## src/rtl/ram_wr_arbiter_pkg.sv

```systemverilog
// Shared types and helpers for the RAM write-side controller.
// Holds the FSM state enum and the round-robin one-hot pick function.
package ram_ctrl_pkg;

  typedef enum logic [1:0] {
    IDLE  = 2'd0,
    CLEAR = 2'd1,
    DONE  = 2'd2
  } state_t;

  localparam int MAXREQ = 16;
  localparam int PTRMAX = 4;

  // Scans req from ptr upward, wrapping at n; returns a one-hot of the first set bit.
  // Only the low n bits of req are considered (n <= MAXREQ, ptr < n).
  function automatic logic [MAXREQ-1:0] first_from_ptr(
    input logic [MAXREQ-1:0] req,
    input logic [PTRMAX-1:0] ptr,
    input int unsigned       n
  );
    logic [MAXREQ-1:0] pick;
    logic              found;
    int unsigned       idx;
    pick  = '0;
    found = 1'b0;
    for (int unsigned i = 0; i < MAXREQ; i++) begin
      idx = 32'(ptr) + i;
      if (idx >= n) idx = idx - n;
      if (i < n && !found && req[idx[PTRMAX-1:0]]) begin
        pick[idx[PTRMAX-1:0]] = 1'b1;
        found                 = 1'b1;
      end
    end
    return pick;
  endfunction

endpackage

```

## src/rtl/ram_wr_arbiter_rr_picker.sv

```systemverilog
// Combinational round-robin picker: request vector plus pointer in,
// one-hot grant, its index and an any-grant flag out.
module rr_picker
  import ram_ctrl_pkg::*;
#(
  parameter int NREQ = 4,
  parameter int PTRW = (NREQ > 1) ? $clog2(NREQ) : 1
) (
  input  logic [NREQ-1:0] i_req,
  input  logic [PTRW-1:0] i_ptr,
  output logic [NREQ-1:0] o_grant,
  output logic [PTRW-1:0] o_idx,
  output logic            o_any
);

  logic [NREQ-1:0] w_grant;

  always_comb begin
    w_grant = NREQ'(first_from_ptr(MAXREQ'(i_req), PTRMAX'(i_ptr), NREQ));
  end

  always_comb begin
    o_idx = '0;
    for (int i = 0; i < NREQ; i++) begin
      if (w_grant[i]) o_idx = PTRW'(i);
    end
  end

  assign o_grant = w_grant;
  assign o_any   = |w_grant;

endmodule

```

## src/rtl/ram_wr_arbiter.sv

```systemverilog
// Write-side controller for the two-write-port RAM: round-robin arbitration of
// port 1 between requesters, plus a port-2 clear sequence that zeroes the RAM.
module ram_wr_arbiter
  import ram_ctrl_pkg::*;
#(
  parameter int NREQ      = 4,
  parameter int DATAWIDTH = 8,
  parameter int ADDRWIDTH = 3
) (
  input  logic                                i_clk,
  input  logic                                i_rst,
  input  logic [NREQ-1:0]                     i_req_valid,
  input  logic [NREQ-1:0][ADDRWIDTH-1:0]      i_req_addr,
  input  logic [NREQ-1:0][DATAWIDTH-1:0]      i_req_data,
  output logic [NREQ-1:0]                     o_req_ready,
  input  logic                                i_clr_start,
  output logic                                o_clr_busy,
  output logic                                o_clr_done,
  output logic                                o_en_w1_n,
  output logic [ADDRWIDTH-1:0]                o_addr_w1,
  output logic [DATAWIDTH-1:0]                o_data_w1,
  output logic                                o_en_w2_n,
  output logic [ADDRWIDTH-1:0]                o_addr_w2,
  output logic [DATAWIDTH-1:0]                o_data_w2
);

  localparam int PTRW = (NREQ > 1) ? $clog2(NREQ) : 1;
  // cnt carries one extra bit so the last address compares unambiguously
  localparam logic [ADDRWIDTH:0] LAST_ADDR = {1'b0, {ADDRWIDTH{1'b1}}};

  state_t                 r_state, w_state_nxt;
  logic [ADDRWIDTH:0]     r_cnt, w_cnt_nxt;
  logic [PTRW-1:0]        r_rr_ptr;
  logic                   r_clr_done;
  logic                   r_en_w1_n, r_en_w2_n;
  logic [ADDRWIDTH-1:0]   r_addr_w1, r_addr_w2;
  logic [DATAWIDTH-1:0]   r_data_w1;

  logic [NREQ-1:0]        w_grant;
  logic [PTRW-1:0]        w_gnt_idx;
  logic                   w_gnt_any;
  logic                   w_arb_en;
  logic                   w_fire;

  rr_picker #(.NREQ(NREQ), .PTRW(PTRW)) u_picker (
    .i_req   (i_req_valid),
    .i_ptr   (r_rr_ptr),
    .o_grant (w_grant),
    .o_idx   (w_gnt_idx),
    .o_any   (w_gnt_any)
  );

  always_comb begin
    w_state_nxt = r_state;
    w_cnt_nxt   = r_cnt;
    w_arb_en    = 1'b0;
    case (r_state)
      IDLE: begin
        if (i_clr_start) begin
          w_state_nxt = CLEAR;
          w_cnt_nxt   = '0;
        end else begin
          w_arb_en = 1'b1;
        end
      end
      CLEAR: begin
        w_cnt_nxt = r_cnt + 1'b1;
        if (r_cnt == LAST_ADDR) w_state_nxt = DONE;
      end
      DONE:    w_state_nxt = IDLE;
      default: w_state_nxt = IDLE;
    endcase
  end

  assign w_fire      = w_arb_en & w_gnt_any;
  assign o_req_ready = w_arb_en ? w_grant : '0;

  always_ff @(posedge i_clk) begin
    if (i_rst) begin
      r_state    <= IDLE;
      r_cnt      <= '0;
      r_rr_ptr   <= '0;
      r_clr_done <= 1'b0;
      r_en_w1_n  <= 1'b1;
      r_en_w2_n  <= 1'b1;
      r_addr_w1  <= '0;
      r_data_w1  <= '0;
      r_addr_w2  <= '0;
    end else begin
      r_state    <= w_state_nxt;
      r_cnt      <= w_cnt_nxt;
      r_clr_done <= (r_state == DONE);
      r_en_w1_n  <= ~w_fire;
      if (w_fire) begin
        r_addr_w1 <= i_req_addr[w_gnt_idx];
        r_data_w1 <= i_req_data[w_gnt_idx];
        r_rr_ptr  <= (w_gnt_idx == PTRW'(NREQ - 1)) ? '0 : w_gnt_idx + 1'b1;
      end
      // Grants never happen outside IDLE, so the two enables cannot overlap
      r_en_w2_n <= (r_state != CLEAR);
      if (r_state == CLEAR) r_addr_w2 <= r_cnt[ADDRWIDTH-1:0];
    end
  end

  assign o_clr_busy = (r_state != IDLE);
  assign o_clr_done = r_clr_done;
  assign o_en_w1_n  = r_en_w1_n;
  assign o_addr_w1  = r_addr_w1;
  assign o_data_w1  = r_data_w1;
  assign o_en_w2_n  = r_en_w2_n;
  assign o_addr_w2  = r_addr_w2;
  assign o_data_w2  = '0;

endmodule

```

## config.mk

```make
export PLATFORM = sky130hd
export DESIGN_NAME = ram_wr_arbiter
export DESIGN_NICKNAME = d
export VERILOG_FILES = /design/src/rtl/ram_wr_arbiter_pkg.sv /design/src/rtl/ram_wr_arbiter_rr_picker.sv /design/src/rtl/ram_wr_arbiter.sv
export SDC_FILE = /design/constraint.sdc
export NUM_CORES = 1
export LEC_CHECK = 0
export CORE_MARGIN = 3
export CORE_UTILIZATION = 44
export CTS_BUF_LIST = sky130_fd_sc_hd__clkbuf_8
export DETAILED_ROUTE_END_ITERATION = 6
export PLACE_DENSITY = 0.93
export SYNTH_ARGS = -nofsm -noshare
export SYNTH_HDL_FRONTEND = slang
export SYNTH_SLANG_ARGS = --single-unit
```

## constraint.sdc

```tcl
create_clock -name i_clk -period 4.05 [get_ports i_clk]
set_clock_uncertainty 0.05 [all_clocks]
set_input_delay 0.81 -clock i_clk [delete_from_list [all_inputs] [get_ports i_clk]]
set_output_delay 0.81 -clock i_clk [all_outputs]
set_load 0.01 [all_outputs]
```

# After elaboration in Yosys (flattened, before gate mapping)
# Cells that the tools add are included.
dict set report totals {
  input_bits 51
  out_inout_bits 30
  ff_bits 25
}
dict set report classes {
  add_sub_neg 9
  mux 43
  n_bitwise 5
  reduce_logical 16
  eq_ne 7
  magnitude_cmp 13
}
# op count
set op_table {}
lappend op_table {{32-bit by 3-bit >= comparator with 1-bit output, second input constant} 3}
lappend op_table {{4-bit 2-to-1 mux} 10}
lappend op_table {{4-bit by 5-bit less-than comparator with 1-bit output, second input constant} 4}
lappend op_table {{1-bit binary-select mux with 4-bit select} 4}
lappend op_table {{8-bit binary-select mux with 2-bit select} 1}
lappend op_table {{1-bit demux with 4-bit select} 4}
lappend op_table {{4-bit by 1-bit >= comparator with 1-bit output, second input constant} 4}
lappend op_table {{1-bit 2-to-1 mux} 14}
lappend op_table {{4-bit OR} 3}
lappend op_table {{4-bit by 3-bit subtractor with 4-bit output, second input constant} 3}
lappend op_table {{2-bit 2-to-1 mux} 5}
lappend op_table {{8-bit 2-to-1 mux} 1}
lappend op_table {{4-bit one-hot mux with 2 select lines} 1}
lappend op_table {{1-bit logical AND} 7}
lappend op_table {{2-bit by 2-bit adder with 3-bit output, second input constant} 2}
lappend op_table {{3-bit binary-select mux with 2-bit select} 1}
lappend op_table {{4-bit by 1-bit adder with 4-bit output, second input constant} 1}
lappend op_table {{2-bit equality test, second input constant} 2}
lappend op_table {{4-bit by 3-bit equality test with 1-bit output, second input constant} 1}
lappend op_table {{2-bit != test, second input constant} 2}
lappend op_table {{2-bit one-hot mux with 2 select lines} 1}
lappend op_table {{2-bit AND reduction} 2}
lappend op_table {{2-bit nonzero test} 2}
lappend op_table {{4-bit OR reduction} 1}
lappend op_table {{12 further kinds} 14}

# Longest topological paths before layout
# Gate-level depths: netlist of the first run.
dict set report depth {
  word_depth 19
  depth_mapped 12
  depth_no_buf 9
}

# Modules after synthesis
# Synthesis of the first run repeated with hierarchy kept, for this count alone.
dict set report hier_totals {
  hier_cells 175
  hier_area_um2 1774.2
}
# mod cells_per_inst instances area_per_inst_um2 seq_area_each_um2
set modules_own_cells {}
lappend modules_own_cells {ram_wr_arbiter 112 1 1256.2 500.5}
lappend modules_own_cells {rr_picker 63 1 518.0 0.0}

# Worst setup path after synthesis of the first run
# OpenSTA, ideal clock, no wires.
dict set report synth_path {
  kind {reg-to-output}
  startpoint {reg r_rr_ptr[0]}
  endpoint {out o_req_ready[2]}
  arrival_time_ns 2.641
  path_stages_with_launch 11
  t_required_ns 3.190
  path_slack_ns 0.549
  path_buffers 3
  path_cell_list {dfxtp_1 > buf_2 > inv_1 > ha_1 > buf_2 > mux2_2 > and4_1 > o2111ai_2 > o221a_2 > buf_1 > nor2_1}
}
dict set report synth_between {
  elab_chain_cells 15
  word_cells_on_any_way 60
  cone_classes {add/sub (7); order compare (12); mux (28); bitwise (3); reduce/logical (10)}
}
# element line_no
set synth_rtl {}
lappend synth_rtl {{start, declared} ram_wr_arbiter.sv:33} ;# logic [PTRW-1:0] r_rr_ptr;
lappend synth_rtl {{start signal, assigned} ram_wr_arbiter.sv:97} ;# r_rr_ptr <= (w_gnt_idx == PTRW'(NREQ - 1)) ? '0 : w_gnt_idx + 1'b1;
lappend synth_rtl {{parallel branches: the longest is 13 deep, another holds 32-bit by 3-bit >= comparator with 1-bit output} -}
lappend synth_rtl {{4-bit 2-to-1 mux (*)} ram_wr_arbiter_pkg.sv:29} ;# if (i < n && !found && req[idx[PTRMAX-1:0]]) begin
lappend synth_rtl {{4-bit 2-to-1 mux (*)} ram_wr_arbiter.sv:76} ;# assign o_req_ready = w_arb_en ? w_grant : '0;
lappend synth_rtl {{end, declared} ram_wr_arbiter.sv:15} ;# output logic [NREQ-1:0] o_req_ready,
# Mark *: on every way between the ends. The select of a mux whose other input is x is not followed.

# Final worst setup path of the first run
dict set report layout_path {
  startpoint {in i_req_valid[1]}
  endpoint {out o_req_ready[3]}
}
dict set report layout_between {
  elab_chain_cells 13
  word_cells_on_any_way 25
  cone_classes {mux (16); bitwise (3); reduce/logical (6)}
}
# element line_no
set layout_rtl {}
lappend layout_rtl {{start, declared} ram_wr_arbiter.sv:12} ;# input logic [NREQ-1:0] i_req_valid,
lappend layout_rtl {{1-bit binary-select mux with 4-bit select} ram_wr_arbiter_pkg.sv:29}
lappend layout_rtl {{1-bit 2-to-1 mux (implied by the code)} ram_wr_arbiter_pkg.sv:29}
lappend layout_rtl {{1-bit 2-to-1 mux} ram_wr_arbiter_pkg.sv:29}
lappend layout_rtl {{1-bit zero test} ram_wr_arbiter_pkg.sv:29}
lappend layout_rtl {{1-bit logical AND} ram_wr_arbiter_pkg.sv:29}
lappend layout_rtl {{1-bit 2-to-1 mux} ram_wr_arbiter_pkg.sv:29}
lappend layout_rtl {{1-bit zero test} ram_wr_arbiter_pkg.sv:29}
lappend layout_rtl {{1-bit logical AND} ram_wr_arbiter_pkg.sv:29}
lappend layout_rtl {{1-bit 2-to-1 mux} ram_wr_arbiter_pkg.sv:29}
lappend layout_rtl {{1-bit zero test} ram_wr_arbiter_pkg.sv:29}
lappend layout_rtl {{1-bit logical AND} ram_wr_arbiter_pkg.sv:29}
lappend layout_rtl {{4-bit 2-to-1 mux (*)} ram_wr_arbiter_pkg.sv:29}
lappend layout_rtl {{4-bit 2-to-1 mux (*)} ram_wr_arbiter.sv:76}
# Every way passes the cells marked *; elsewhere a longest branch is shown, timed or not. The select of a mux whose other input is x is not followed.

==> results by group, run 1 <==
Global routing
  – Grt peak-use layer: met2
  – Global-route wire length before repair: 8.66 mm
  – Pin count of the biggest net entering global routing: 27
  – M2 GR Usage: 0.355
  – Vias in the first global route: 1919
  – Total GRT Usage: 0.209
  – Met3 usage: 0.0827
  – Met1 global-route usage: 0.242
  – Antenna violations before repair: 0
  – Grt ovf: 0

Pwr
  – Power Internal: 0.000980 W
  – Power density cells: 656 nW/µm²
  – Switching share of total power: 0.453
  – Part of the power in registers: 0.184
  – LEAKAGE: 1.05 nW
  – VDD IR max: 395 µV
  – Clock share of power: 0.079
  – Logic pwr share: 0.736
  – Switching pwr: 0.000813 W

STA
  – Slew Limit Fails: 0
  – Worst setup margin: 0.115 ns
  – Final Setup Violations: 0
  – Post-layout min period: 3.93 ns
  – RSZ-0062 raised after global routing: false
  – Worst rel slew slack: 0.354
  – Fmax: 254 MHz
  – Worst-margin pin slew: 0.966 ns
  – Final Hold Fails: 0
  – Post-route clock period utilization: 0.972

Setup path
  – Bufs and invs on worst path: 4
  – Crit-path cells: clkdlybuf4s50_1, mux4_2, buf_4, buf_4, o31ai_1, o221a_2, nor2_1, dlygate4sd2_1
  – CP Launch Type: input pin
  – Setup crit end kind: primary output
  – CP max stage cell: mux4_2
  – CP max FO: 6
  – Crit path largest cell delay: 0.53 ns
  – Top delay family on crit path: buffers and inverters
  – Crit path kind: input pin to primary output
  – Critical Path AT: 3.07 ns
  – Critical path required time: 3.19 ns
  – Top cell by count, worst path: buf_4

Cells and area
  – FF/Latch Area: 500 µm²
  – Final non-filler cell total: 360
  – Nets: 370
  – Area Growth Syn to Fin: 45.4%
  – Share of cells above drive strength 1: 0.171
  – Fill cell count: 314
  – Multi-input gate area in the final layout: 1240 µm²
  – Antenna fix cells: 0

Logic synthesis
  – Most common flop cell mapped by yosys: dfxtp_1
  – Syn Area/Cell: 8.06 µm²
  – EDFF count, synth: 0
  – Ys Warns: 0
  – Synth cell types: 43
  – Mapped Cells: 233
  – Flops & latches, synth: 25
  – Top-area cell type share of the netlist area: 0.266
  – Leading cell types by total area after synthesis: dfxtp_1 27%, nand2_1 7.2%, o21ai_0 6.7%, a311oi_2 5.6%, ha_1 5.3%
  – Synth async-reset ratio: 0
  – Register area share after synthesis: 0.266
  – Post-synthesis cell area: 1880 µm²
  – Area leader, netlist: dfxtp_1

Clock tree
  – Root buf cell: clkbuf_8
  – Post-cts hold buffer count: 0
  – Worst-case clock buffer depth: 2
  – Post-CTS Repair Setup Buffers: 0
  – Clock Latency Late Sink: 0.27 ns
  – Worst-path clk slew: 0.08 ns
  – Post_cts resized: 4
  – CTS Buf Count: 3
  – TritonCTS clock tree: done
  – CTS H-tree lvls: 1
  – Sink Count: 25

Drt
  – Routed Antenna Nets: 0
  – Routed vias/inst: 5.64
  – Vias: 2029
  – DRC: 0
  – DR iter-0 viols: 138
  – Final wirelength: 5.30 mm
  – Wire per inst: 14.7 µm
  – Drt pass-1 iters: 4

Floorplan
  – Core Box Area: 4060 µm²
  – Die width: 71.3 µm
  – Die area: 5090 µm²
  – Site Rows: 23
  – Die Y: 71.3 µm
  – Initial Util: 0.463
  – I/O pins: 81

Place
  – Gpl congestion: 0.846
  – Dpl ws: -0.103 ns
  – HPWL Detailed: 4.18 mm
  – Placed cells: 356
  – Port Buffer Count: 72

Outcome
  – Result of the run: finished clean

Run
  – Max_cap viols: 0

Hold path
  – Hold WC Path Type: flop to flop
-- per-stage QoR --
step            util  hold WS [ns]  total power [W]  setup TNS, ns  cell area, µm²
6_report       0.673         0.411          0.00179              0            2730
5_1_grt        0.673         0.443          0.00192              0            2730
4_1_cts        0.673         0.417          0.00179              0            2730
3_5_place_dp   0.663         0.405          0.00165         -0.312            2690
3_3_place_gp   0.663         0.394          0.00163        -0.0809            2690
2_1_floorplan      -         0.412          0.00121              0            1900
-- power by group through the flow --
stage | Combinational (W) | Clock (W) | Sequential (W)
after CTS | 0.00131 | 0.000146 | 0.000331
final | 0.00132 | 0.000142 | 0.000331
after global placement | 0.00130 | 0 | 0.000334
after floorplan | 0.000852 | 0 | 0.000361
after detailed placement | 0.00132 | 0 | 0.000335
after global routing | 0.00143 | 0.000157 | 0.000337
-- Yosys cell counts (3+ instances only) --
master and n:
and4_1 4, dfxtp_1 25, nand3_1 5, a21oi_1 6, a22oi_1 3, o221a_2 3
inv_1 7, a31o_2 11, clkbuf_1 7, nor3_1 3, nand2b_1 5, buf_4 8
mux4_2 3, buf_2 3, a311oi_1 4, nand2_1 36, mux2i_1 3, nor2_1 25
mux2_2 4, a311oi_2 7, ha_1 8, o21ai_0 25
-- worst paths after layout --
path                                  start                   endpoint  slack [ns]  cells past startpoint
setup / recovery             i_req_valid[1]             o_req_ready[3]        0.12                      8
hold / removal    o_addr_w2[2]$_SDFFE_PP0P_  o_addr_w2[2]$_SDFFE_PP0P_        0.41                      2
setup reg to reg   r_rr_ptr[0]$_SDFFE_PP0P_  o_data_w1[2]$_SDFFE_PP0P_        0.96                     10
hold reg to reg   o_addr_w2[2]$_SDFFE_PP0P_  o_addr_w2[2]$_SDFFE_PP0P_        0.41                      2
-- cell families after synthesis --
family | synth area share
other cells | 0.00200
compound gates | 0.296
mux | 0.0759
flops | 0.266
fa+ha+maj | 0.0533
simple gates | 0.217
buf+inv | 0.0886
-- layout make-up --
cell class / instances / area share
clock buffers: 3 / 0.0151
clock inverters: 1 / 0.00137
inverters: 8 / 0.0110
multi-input cells: 184 / 0.453
flip-flops and latches: 25 / 0.183
well taps: 50 / 0.0229
repair buffers: 89 / 0.313
-- routing by layer --
layer / wire [µm] / share of wire / vias to the layer above
li1: - / - / 990
met1: 2070 / 0.39 / 916
met2: 2540 / 0.48 / 113
met3: 570 / 0.11 / 10
met4: 116 / 0.022 / 0
met5: 0 / 0 / -
-- sequential cells by signal, summed over array words and instances, names as in the netlist --
signal / count
o_addr_w1: 3
o_en_w2_n: 1
r_state: 2
r_cnt: 4
o_en_w1_n: 1
r_rr_ptr: 2
o_clr_done: 1
o_data_w1: 8
o_addr_w2: 3
-- cell usage in the layout (no fill, tap or decap), drive strengths merged, types with 4 or more instances in the layout --
master,netlist,routed
clkdlybuf4s50,0,68
nand2,36,36
nor2,25,25
o21ai,25,25
dfxtp,25,25
buf,15,17
a31o,11,11
a311oi,11,11
inv,7,8
ha,8,8
conb,1,8
a21oi,6,6
nand2b,5,5
nand3,5,5
mux2,4,4
and4,4,4
dlygate4sd2,0,4
-- worst register-to-register path: cells and delay by family, from the launching register on --
family	cells	cell delay (ns)
AOI/OAI and AO/OA	5	1.19
adders and majority gates	1	0.48
muxes	1	0.38
DFF	1	0.35
buffers and inverters	2	0.33
and+or+nand+nor	1	0.22
(Power assumes the default switching activity.)
==> run 2, diff against run 1 <==
Settings changed: GPL_TIMING_DRIVEN from default to 0.
==> run 2 against run 1 <==
Hold slack got worse by 0.0012 ns. Routed wire length grew 8.0%. Global-route usage increased by 1.2 points. Non-clock buffer count up 10. Sequential cell count is the same. Cell count is 2.8% higher. Via count rose by 3.6%. Largest power group unchanged.
==> results by group, run 2 (synthesis gave the netlist of run 1 again) <==
Cells and area
  – Most frequent cells in the layout: 68 x clkdlybuf4s50_1, 36 x nand2_1, 25 x nor2_1, 25 x o21ai_0, 24 x dfxtp_1
  – Antenna fix cells: 0 (unchanged)
  – Final non-filler cell total: 370 (+2.8%)
  – Multi-input gate area in the final layout: 1280 µm² (+3.8%)
  – Fill cell count: 303 (-3.5%)
  – FF/Latch Area: 502 µm² (+0.25%)
  – Share of cells above drive strength 1: 0.191 (+0.0197)
  – Most common cell after layout, fill and taps aside: clkdlybuf4s50_1
  – Area Growth Syn to Fin: 51.2%
  – Max FFs per register: 8 (unchanged)
  – Nets: 380 (+2.7%)

Floorplan
  – I/O pins: 81 (unchanged)
  – Initial Util: 0.463 (unchanged)
  – Site Rows: 23 (unchanged)
  – Die Y: 71.3 µm (unchanged)
  – Die area: 5090 µm² (unchanged)
  – Die width: 71.3 µm (unchanged)
  – Core Box Area: 4060 µm² (unchanged)

Drt
  – Final wirelength: 5.72 mm (+8.0%)
  – Routed Antenna Nets: 0 (unchanged)
  – Wire per inst: 15.5 µm (+5.1%)
  – DRC: 0 (unchanged)
  – Routed vias/inst: 5.68 (+0.85%)
  – DR iter-0 viols: 176 (+28%)
  – Drt pass-1 iters: 4 (unchanged)
  – Vias: 2103 (+3.6%)

Clock tree
  – CTS H-tree lvls: 1 (unchanged)
  – CTS Buf Count: 3 (unchanged)
  – Worst-path clk slew: 0.08 ns (about the same)
  – Sink Count: 25 (unchanged)
  – Clock Latency Late Sink: 0.27 ns (about the same)
  – Root buf cell: clkbuf_8
  – TritonCTS clock tree: done
  – Worst-case clock buffer depth: 2 (unchanged)
  – Post-cts hold buffer count: 0 (unchanged)

Setup path
  – RR Startpoint: r_rr_ptr[1]$_SDFFE_PP0P_
  – CP Launch Type: input pin
  – Setup crit end kind: primary output
  – Critical Path AT: 3.07 ns (about the same)
  – FF-to-FF End: o_data_w1[2]$_SDFFE_PP0P_
  – Critical path required time: 3.19 ns (about the same)
  – Reg2Reg Depth: 14 (+4)
  – CP max FO: 6 (unchanged)
  – Crit path kind: input pin to primary output
  – R2R Setup Slk: 0.44 ns (-0.52 ns)

STA
  – Final Setup Violations: 0 (unchanged)
  – Fmax: 254 MHz (about the same)
  – Final Hold Fails: 0 (unchanged)
  – Post-route clock period utilization: 0.971 (about the same)
  – Slew Limit Fails: 0 (unchanged)
  – Worst-margin pin slew: 0.630 ns (-0.336 ns)
  – Worst rel slew slack: 0.580 (+0.226)
  – Post-layout min period: 3.93 ns (-0.00272 ns)
  – RSZ-0062 raised after global routing: false

Global routing
  – Antenna violations before repair: 0 (unchanged)
  – Global-route wire length before repair: 9.15 mm (+5.7%)
  – Vias in the first global route: 1985 (+3.4%)
  – Grt ovf: 0 (unchanged)
  – Pin count of the biggest net entering global routing: 16 (-41%)
  – Total GRT Usage: 0.221 (+0.0118)

Place
  – Gpl congestion: 0.885 (+4.6%)
  – Port Buffer Count: 72 (unchanged)
  – HPWL Detailed: 4.20 mm (+0.51%)
  – Placed cells: 362 (+1.7%)

Pwr
  – VDD IR max: 474 µV (+20%)
  – LEAKAGE: 1.13 nW (+7.0%)
  – Tot Pwr: 0.00188 W (+4.7%)
  – Power density cells: 661 nW/µm² (+0.70%)

Hold path
  – Hold WC Path Type: flop to flop
  – Worst hold endpoint: o_addr_w2[1]$_SDFFE_PP0P_
  – Hold Startpoint: o_addr_w2[1]$_SDFFE_PP0P_
  – Hold path depth: 2 (unchanged)

Outcome
  – Result of the run: finished clean

Run
  – Max_cap viols: 0 (unchanged)
[run 2: worst max-delay path, stage by stage]
cell             delay, ns
clkdlybuf4s50_1       0.49
mux4_2                0.57
or4_1                 0.58
o2111a_2              0.19
nor2_1                0.15
clkdlybuf4s15_1       0.28
[run 2: through the flow]
stage	hold WS (ns)	instance area, µm²	util	setup TNS (ns)	setup slack (ns)
CTS	0.415	2800	0.689	0	0.0156
global placement	0.393	2690	0.662	-1.20	-0.517
detailed placement	0.404	2690	0.662	-1.32	-0.533
global route	0.451	2840	0.700	0	0.0187
floorplan	0.412	1900	-	0	0.549
finish	0.410	2840	0.700	0	0.118
[run 2: layout make-up]
class | count | area share
Buffer | 20 | 0.0471
Inverter | 8 | 0.0110
Clock inverter | 1 | 0.00132
Clock buffer | 3 | 0.0145
Timing Repair Buffer | 79 | 0.275
Sequential cell | 25 | 0.177
Multi-Input combinational cell | 184 | 0.452
Tap cell | 50 | 0.0220
[run 2: worst max path at each step]
stage                                  start              to
global route                  i_req_valid[1]  o_req_ready[1]
floorplan           r_rr_ptr[0]$_SDFFE_PP0P_  o_req_ready[2]
global placement              i_req_valid[3]  o_req_ready[1]
CTS                           i_req_valid[3]  o_req_ready[2]
detailed placement            i_req_valid[3]  o_req_ready[1]
finish                        i_req_valid[3]  o_req_ready[1]
[run 2: repair_timing]
action	4_1_cts	5_1_grt
resized for setup	9	7
setup buffers	4	3
endpoints found under the setup margin	4	4
pin swaps	3	1
[run 2: routing by layer]
| layer | GRT usage | wire [µm] |
|---|---|---|
| met3 | 0.0771 | 565 |
| met4 | 0.0564 | 106 |
| met5 | 0 | 0 |
| met1 | 0.279 | 2260 |
| met2 | 0.359 | 2790 |
[run 2: report_power, final]
| group | switching, W | internal, W | total (W) |
|---|---|---|---|
| clock network | 0.0000756 | 0.0000678 | 0.000143 |
| registers | 0.0000378 | 0.000303 | 0.000341 |
| logic | 0.000750 | 0.000643 | 0.00139 |
| total | 0.000864 | 0.00101 | 0.00188 |
